`src/rtl/cpu_types_pkg.sv`:
```
// Shared types and constants for the memory arbiter slice.
package cpu_types_pkg;

   typedef logic [31:0] word_t;

   typedef enum logic [1:0] {
      IDLE  = 2'd0,
      I_ACC = 2'd1,
      D_ACC = 2'd2
   } arb_state_t;

   localparam word_t ARB_ERR_WORD = 32'hBAD1BAD1;

   // Timeout counter width: wide enough for the limit, never narrower than 8 bits.
   function automatic int tmo_width(input int timeout);
      int w;
      w = $clog2(timeout + 1);
      return (w < 8) ? 8 : w;
   endfunction

endpackage

```
`src/rtl/arb_streak_counter.sv`:
```
// Saturating count of consecutive data grants made while a fetch is waiting.
module arb_streak_counter #(
   parameter int MAX = 4
) (
   input  logic CLK,
   input  logic RST,
   input  logic i_clr,
   input  logic i_inc,
   output logic o_sat
);

   localparam int W = (MAX < 1) ? 1 : $clog2(MAX + 1);
   localparam logic [W-1:0] MAX_C = W'(MAX);

   logic [W-1:0] r_count;

   always_ff @(posedge CLK) begin
      if (RST) begin
         r_count <= '0;
      end else if (i_clr) begin
         r_count <= '0;
      end else if (i_inc && (r_count != MAX_C)) begin
         r_count <= r_count + 1'b1;
      end
   end

   assign o_sat = (r_count == MAX_C);

endmodule

```
`src/rtl/mem_arbiter.sv`:
```
// Single-port RAM arbiter between fetch and data requesters; data has priority
// with a bounded fetch starvation window, fetches stop after halt.
//   state | meaning
//   IDLE  | no access in flight, arbitrate this cycle
//   I_ACC | fetch access on the RAM port
//   D_ACC | data read/write access on the RAM port
module mem_arbiter
   import cpu_types_pkg::*;
#(
   parameter int DSTREAK = 4,
   parameter int TIMEOUT = 255
) (
   input  logic  CLK,
   input  logic  RST,
   input  logic  halt,
   input  logic  iREN,
   input  word_t iaddr,
   output word_t iload,
   output logic  iwait,
   input  logic  dREN,
   input  logic  dWEN,
   input  word_t daddr,
   input  word_t dstore,
   output word_t dload,
   output logic  dwait,
   output logic  ram_ren,
   output logic  ram_wen,
   output word_t ram_addr,
   output word_t ram_store,
   input  word_t ram_load,
   input  logic  ram_ready,
   output logic  ram_err
);

   localparam int TW = tmo_width(TIMEOUT);
   localparam logic [TW-1:0] TMO_LAST = TW'(TIMEOUT - 1);

   arb_state_t    r_state;
   logic          r_ren, r_wen, r_halt_q, r_err;
   word_t         r_addr, r_store;
   logic [TW-1:0] r_tmo;

   logic w_in_acc, w_ready, w_tmo_hit, w_done, w_dreq;
   logic w_streak_sat, w_force_i, w_grant_d, w_grant_i;

   assign w_in_acc  = (r_state != IDLE);
   // A reset cycle never signals completion, even if the RAM answers in it.
   assign w_ready   = w_in_acc & ram_ready & ~RST;
   assign w_tmo_hit = w_in_acc & ~ram_ready & ~RST & (r_tmo == TMO_LAST);
   assign w_done    = w_ready | w_tmo_hit;
   assign w_dreq    = dREN | dWEN;

   assign w_force_i = w_streak_sat & iREN & ~r_halt_q;
   assign w_grant_d = (r_state == IDLE) & w_dreq & ~w_force_i;
   assign w_grant_i = (r_state == IDLE) & ~w_grant_d & iREN & ~r_halt_q;

   arb_streak_counter #(.MAX(DSTREAK)) u_streak (
      .CLK   (CLK),
      .RST   (RST),
      .i_clr (~iREN | w_grant_i),
      .i_inc (w_grant_d & iREN),
      .o_sat (w_streak_sat)
   );

   assign iwait = iREN   & ~((r_state == I_ACC) & w_done);
   assign dwait = w_dreq & ~((r_state == D_ACC) & w_done);
   assign iload = w_tmo_hit ? ARB_ERR_WORD : ram_load;
   assign dload = w_tmo_hit ? ARB_ERR_WORD : ram_load;

   assign ram_ren   = r_ren;
   assign ram_wen   = r_wen;
   assign ram_addr  = r_addr;
   assign ram_store = r_store;
   assign ram_err   = r_err;

   always_ff @(posedge CLK) begin
      if (RST) begin
         r_state  <= IDLE;
         r_ren    <= 1'b0;
         r_wen    <= 1'b0;
         r_addr   <= '0;
         r_store  <= '0;
         r_tmo    <= '0;
         r_halt_q <= 1'b0;
         r_err    <= 1'b0;
      end else begin
         r_halt_q <= r_halt_q | halt;
         case (r_state)
            IDLE: begin
               r_tmo <= '0;
               if (w_grant_d) begin
                  r_state <= D_ACC;
                  r_addr  <= daddr;
                  r_store <= dstore;
                  r_ren   <= ~dWEN;
                  r_wen   <= dWEN;
               end else if (w_grant_i) begin
                  r_state <= I_ACC;
                  r_addr  <= iaddr;
                  r_ren   <= 1'b1;
                  r_wen   <= 1'b0;
               end
            end
            I_ACC, D_ACC: begin
               if (w_done) begin
                  r_state <= IDLE;
                  r_ren   <= 1'b0;
                  r_wen   <= 1'b0;
                  r_err   <= r_err | w_tmo_hit;
               end else begin
                  r_tmo <= r_tmo + 1'b1;
               end
            end
            default: begin
               r_state <= IDLE;
               r_ren   <= 1'b0;
               r_wen   <= 1'b0;
            end
         endcase
      end
   end

endmodule

```
`config.mk`:
```
export PLATFORM = sky130hd
export DESIGN_NAME = mem_arbiter
export DESIGN_NICKNAME = d
export VERILOG_FILES = /design/src/rtl/cpu_types_pkg.sv /design/src/rtl/arb_streak_counter.sv /design/src/rtl/mem_arbiter.sv
export SDC_FILE = /design/constraint.sdc
export NUM_CORES = 1
export LEC_CHECK = 0
export ABC_AREA = 1
export BUFFER_PORTS_ARGS = -buffer_cell sky130_fd_sc_hd__buf_2
export CAP_MARGIN = 40
export CORE_MARGIN = 4
export CORE_UTILIZATION = 43
export CTS_CLUSTER_DIAMETER = 150
export DETAILED_ROUTE_END_ITERATION = 10
export PLACE_DENSITY = 0.81
export SETUP_SLACK_MARGIN = 0.5
export SYNTH_ARGS = -nofsm -noshare
export SYNTH_HDL_FRONTEND = slang
export SYNTH_SLANG_ARGS = --single-unit
```
`constraint.sdc`:
```
create_clock -name CLK -period 1.9 [get_ports CLK]
set_input_delay 0.19 -clock CLK [delete_from_list [all_inputs] [get_ports CLK]]
set_output_delay 0.19 -clock CLK [all_outputs]
set_load 0.1 [all_outputs]
```
# Yosys cells after proc, flatten, opt, wreduce, memory -nomap -nowiden
# Cells that the tools add are included.
[op_classes]
add_sub_neg = 2
n_eq_ne = 8
muxes = 16
n_bitwise = 31
reduce_logical = 12
[op_table]
columns = ["operator", "count"]
rows = [
  ["2-to-1 mux 32 bit", 3],
  ["bitwise AND 1 bit", 17],
  ["case mux 8 bit (2 select lines)", 1],
  ["AND reduction 2 bit", 5],
  ["NOT 1 bit", 9],
  ["adder 8 x 1 -> 8 bit, second input constant", 1],
  ["equality test 8 bit, second input constant", 1],
  ["2-to-1 mux 8 bit", 1],
  ["2-to-1 mux 2 bit", 3],
  ["inequality test 3 bit, second input constant", 2],
  ["nonzero test 2 bit", 3],
  ["2-to-1 mux 1 bit", 5],
  ["bitwise OR 1 bit", 5],
  ["inequality test 2 bit, second input constant", 2],
  ["case mux 1 bit (2 select lines)", 2],
  ["case mux 2 bit (2 select lines)", 1],
  ["OR reduction 2 bit", 2],
  ["adder 3 x 1 -> 3 bit, second input constant", 1],
  ["equality test 3 bit, second input constant", 1],
  ["equality test 2 x 1 -> 1 bit, second input constant", 1],
  ["equality test 2 bit, second input constant", 1],
  ["zero test 2 bit", 1],
  ["logical AND 1 bit", 1],
]
[totals]
regBits = 81
in_bits = 135
wordCells = 78

# Depth between registers and ports, before layout
[logic_depth]
ltp_word = 12
ltp_mapped = 12

# Modules after synthesis
# From an unflattened synthesis, not the netlist that was laid out.
[hier_totals]
hier_cells = 556
area_unflattened_um2 = 3937.5
[modules_own_cells]
columns = ["module", "instances", "cells_per_inst", "area_per_inst_um2", "seq_area_each_um2"]
rows = [
  ["mem_arbiter", 1, 529, 3762.4, 1561.5],
  ["arb_streak_counter", 1, 27, 175.2, 60.1],
]

# Worst setup path after synthesis
# Ideal clock, no wire load.
[synth_path]
path_type = "reg2out"
from = "register r_state[0]"
to = "output port iload[10]"
t_arrival_ns = 2.814
path_slack_ns = -1.104
stages_incl_launch_ff = 9
path_buffers = 2
cell_sequence = "dfxtp_1 inv_1 ha_1 nor2_1 nand3_2 inv_2 buf_2 nor2_1 buf_4"
[synth_via]
elab_chain_len = 5
[synth_rtl]
columns = ["element", "line_no", "rtl"]
rows = [
  ["from (decl)", "mem_arbiter.sv:38", "arb_state_t r_state;"],
  ["from (signal assigned)", "mem_arbiter.sv:78", "r_state <= IDLE;"],
  ["from (signal assigned)", "mem_arbiter.sv:92", "r_state <= D_ACC;"],
  ["from (signal assigned)", "mem_arbiter.sv:98", "r_state <= I_ACC;"],
  ["nonzero test 2 bit", "mem_arbiter.sv:46", "assign w_in_acc = (r_state != IDLE);"],
  ["bitwise AND 1 bit (3 in series)", "mem_arbiter.sv:49", "assign w_tmo_hit = w_in_acc & ~ram_ready & ~RST & (r_tmo == TMO_LAST);"],
  ["2-to-1 mux 32 bit", "-", ""],
  ["to (decl)", "mem_arbiter.sv:18", "output word_t iload,"],
]
# Every way passes these cells.

# Worst setup path after layout
[layout_path]
from = "register r_state[0]"
to = "register r_store[11], in the netlist ram_store[11]"
[layout_via]
elab_chain_len = 4
[layout_rtl]
columns = ["element", "line_no", "rtl"]
rows = [
  ["zero test 2 bit *", "mem_arbiter.sv:54, mem_arbiter.sv:88", ""],
  ["bitwise AND 1 bit (2 in series)", "mem_arbiter.sv:54", "assign w_grant_d = (r_state == IDLE) & w_dreq & ~w_force_i;"],
  ["AND reduction 2 bit (no source line) *", "-", ""],
  ["to (signal assigned)", "mem_arbiter.sv:94", "r_store <= dstore;"],
  ["to (decl)", "mem_arbiter.sv:40", "word_t r_addr, r_store;"],
]
# Mark *: on every way between the ends. The rest lies on a longest branch, timed or not.
# A chain may end at the register's enable or synchronous reset.

==> flow_summary_export.csv <==
group,metric,value,unit
status,outcome,"finished with violations",
status,violations,"negative setup slack",
critical_path,critPathLaunchType,"flip-flop",
synthesis,synthCells,650,
timing,tns,-19.08,ns
layout,fill_cells,358,
power_and_ir_drop,pwr-share-clk,0.095,
die,die-area,11500,sq um
global_routing,grt_pass1_wl,29200,microns
die,io_pins,268,
hold_path,hold_class,"primary input to flip-flop",
critical_path,crit_buf_inv,10,
route,drtAntennaViolNets,0,
critical_path,crit_family,"buffers and inverters",
timing,finalWorstPathRequiredPeriod,2.16,ns
route,firstDrtPassIters,5,
power_and_ir_drop,seqPwrFrac,0.173,
layout,final_common_cell,"buf_2",
global_routing,grt_max_degree,44,
global_routing,grt_pass1_vias,5482,
route,wl_per_cell,23.6,microns
clocking,clock-root-buffer,"clkbuf_8",
critical_path,worst-path-max-fanout,8,
clocking,cts_inserted_buffers,9,
power_and_ir_drop,combPwrFrac,0.732,
timing,period_share,1.13,
clocking,clk_pin_slew_worst_paths,0.10,ns
layout,synthToLayoutAreaGrowth,107,%
route,dr.first_iter.drc_count,681,
synthesis,yosysWarnings,0,
synthesis,syn-num-nets,792,
critical_path,crit_slowest_cell,"dfxtp_2",
critical_path,worstSetupPathType,"flip-flop to flip-flop",
layout,post-route-util,0.907,
power_and_ir_drop,p_int,6.33,mW
synthesis,async_flop_share,0,
placed_design,gp_congestion,0.797,
synthesis,synth_area_leaders,"dfxtp_1, nand2_1, nor2_1",
die,die_width,107,microns
global_routing,overflow,0,
die,rows,36,
clocking,htreeDepth,3,
critical_path,critPathMaxStageDelay,0.37,ns
critical_path,worstSetupEndpointType,"flip-flop",
layout,fin_nets,1080,
critical_path,path_common_cell,"buf_6",
clocking,cts_tree,"built",
die,start_util,0.439,
flow_run,cap_violations,0,
global_routing,antenna_found_initial,2,
power_and_ir_drop,p_sw_frac,0.576,
layout,final_cell_mix,"buf_2, inv_1, buf_12",
layout,layout-drive-gt1-share,0.624,
clocking,clock_latency,0.35,ns
timing,rsz0062_at_grt,"true",
route,drc,0,
synthesis,synth-seq-cells,81,
timing,layout_setup_ws,-0.256,ns
die,core,9680,sq um
power_and_ir_drop,p_per_area,1700,nW/um^2
synthesis,synth_top_area_frac,0.381,
timing,slew_viol_final,0,
placed_design,port_buffers,267,
synthesis,syn_area_per_cell,6.54,sq um
timing,skew,0.0133,ns
timing,finalHoldViolCount,0,
synthesis,synth-main-ff-cell,"dfxtp_1",
timing,slew-limit-headroom,0.427,
synthesis,ys_seq_area_frac,0.381,
die,die_h,107,microns
timing,tightestPinTransition,0.859,ns
placed_design,dpl.hpwl,10400,microns
power_and_ir_drop,ir_drop,1370,uV
critical_path,critPathArrivalTime,2.42,ns
timing,whs,0.0748,ns
route,drt_wl_total,25400,microns
power_and_ir_drop,leakage,4.40,nW
route,via_count,6185,
clocking,cts_buffer_depth,2,
global_routing,grt_use_total,0.328,
clocking,cts.sinks,81,
critical_path,crit_required,2.16,ns
critical_path,path_cells,"inv_2 > ha_4 > buf_6 > buf_6 > buf_6 > buf_6 > inv_4 > nor2_4 > nand2_4 > buf_6 > buf_12 > buf_6 > buf_16 > o21ai_1 > nor2_1",
synthesis,yosysTopAreaCell,"dfxtp_1",
power_and_ir_drop,switchingPower,8.60,mW
timing,finalSetupViolCount,143,
synthesis,synth_edf_count,0,
synthesis,netlist_area,4250,sq um
timing,max_freq,464,MHz
synthesis,synth_cell_types,27,
route,avgViaCountPerCell,5.73,
==> routing by layer <==
metal  share of wire  wire, microns  vias up  track usage
li1                -              -     2530            -
met1            0.31           7920     2829        0.337
met2            0.49          12500      627        0.605
met3            0.11           2800      199       0.0960
met4           0.086           2200        0        0.157
met5               0              0        -            0
==> tightest hold or removal path, delay by kind of cell <==
| family | cells | cell delay, ns |
|---|---|---|
| and+or+nand+nor | 1 | 0.07 |
| AOI/OAI and AO/OA | 1 | 0.04 |
| buffers and inverters | 1 | 0.08 |
==> registers in the layout, indices dropped and copies added (netlist names) <==
signal            cells
ram_wen               1
r_state               2
ram_addr             32
r_tmo                 8
ram_ren               1
r_halt_q              1
u_streak.r_count      3
ram_store            32
ram_err               1
==> stage by stage <==
step	std cells	setup WS [ns]	instance area, sq um	power [mW]
2_1_floorplan	650	-0.0174	4900	8.39
3_3_place_gp	998	0.159	6700	9.49
3_5_place_dp	998	0.128	6700	9.58
4_1_cts	1062	-0.0757	8200	13.3
5_1_grt	1078	-0.270	8780	15.2
6_report	1079	-0.256	8780	14.9
==> cells in the mapped netlist (2+ instances only) <==
master / number
clkbuf_1: 5
a21oi_1: 52
buf_6: 3
xor2_1: 2
nor2_2: 3
o21ai_0: 46
nand3_2: 2
nor2_1: 96
inv_2: 4
buf_1: 4
clkbuf_2: 4
nand2_1: 151
buf_4: 34
inv_1: 93
or2_2: 13
nand3_1: 6
o21ai_1: 18
or2_1: 6
dfxtp_1: 81
buf_2: 14
ha_1: 7
==> path summary, 6_finish.rpt <==
path / from / end / slack [ns] / cells after the start
hold reg to reg: ram_store[25] / ram_store[25] / 0.49 / 2
setup reg to reg: r_state[0] / ram_store[11] / -0.26 / 15
hold / removal: dstore[30] / ram_store[30] / 0.07 / 3
setup / recovery: r_state[0] / ram_store[11] / -0.26 / 15
==> cell type report <==
cell class              count  area (sq um)  area share
clock inverters             5          62.6     0.00712
clock buffers              11           151      0.0172
well taps                 133           166      0.0190
repair inverters            2          20.0     0.00228
multi-input cells         407          2890       0.329
flip-flops and latches     81          1630       0.186
repair buffers            339          3460       0.394
inverters                  98           392      0.0446
diodes                      3          7.51    0.000855
==> cells by family after synthesis <==
kind of cell    share of synthesized area
buf+inv                             0.184
simple gates                        0.270
fa+ha+maj                          0.0206
flops                               0.381
compound gates                      0.140
xor+xnor                          0.00412
==> power groups by stage <==
stage          clock network (mW)  registers [mW]  logic [mW]
2_1_floorplan                   0            5.80        2.60
3_3_place_gp                    0            2.45        7.03
3_5_place_dp                    0            2.48        7.10
4_1_cts                      1.36            2.47        9.43
5_1_grt                      1.47            2.60        11.2
6_report                     1.41            2.58        10.9
==> repair_timing <==
| item | 4_1_cts | 5_1_grt |
|---|---|---|
| hold buffers | 0 | 0 |
| gates cloned | 15 | 0 |
| setup endpoints to repair | 141 | 158 |
| buffers inserted | 33 | 14 |
| pin swaps | 65 | 50 |
| gates resized for setup | 213 | 123 |
(Power assumes the default switching activity.)
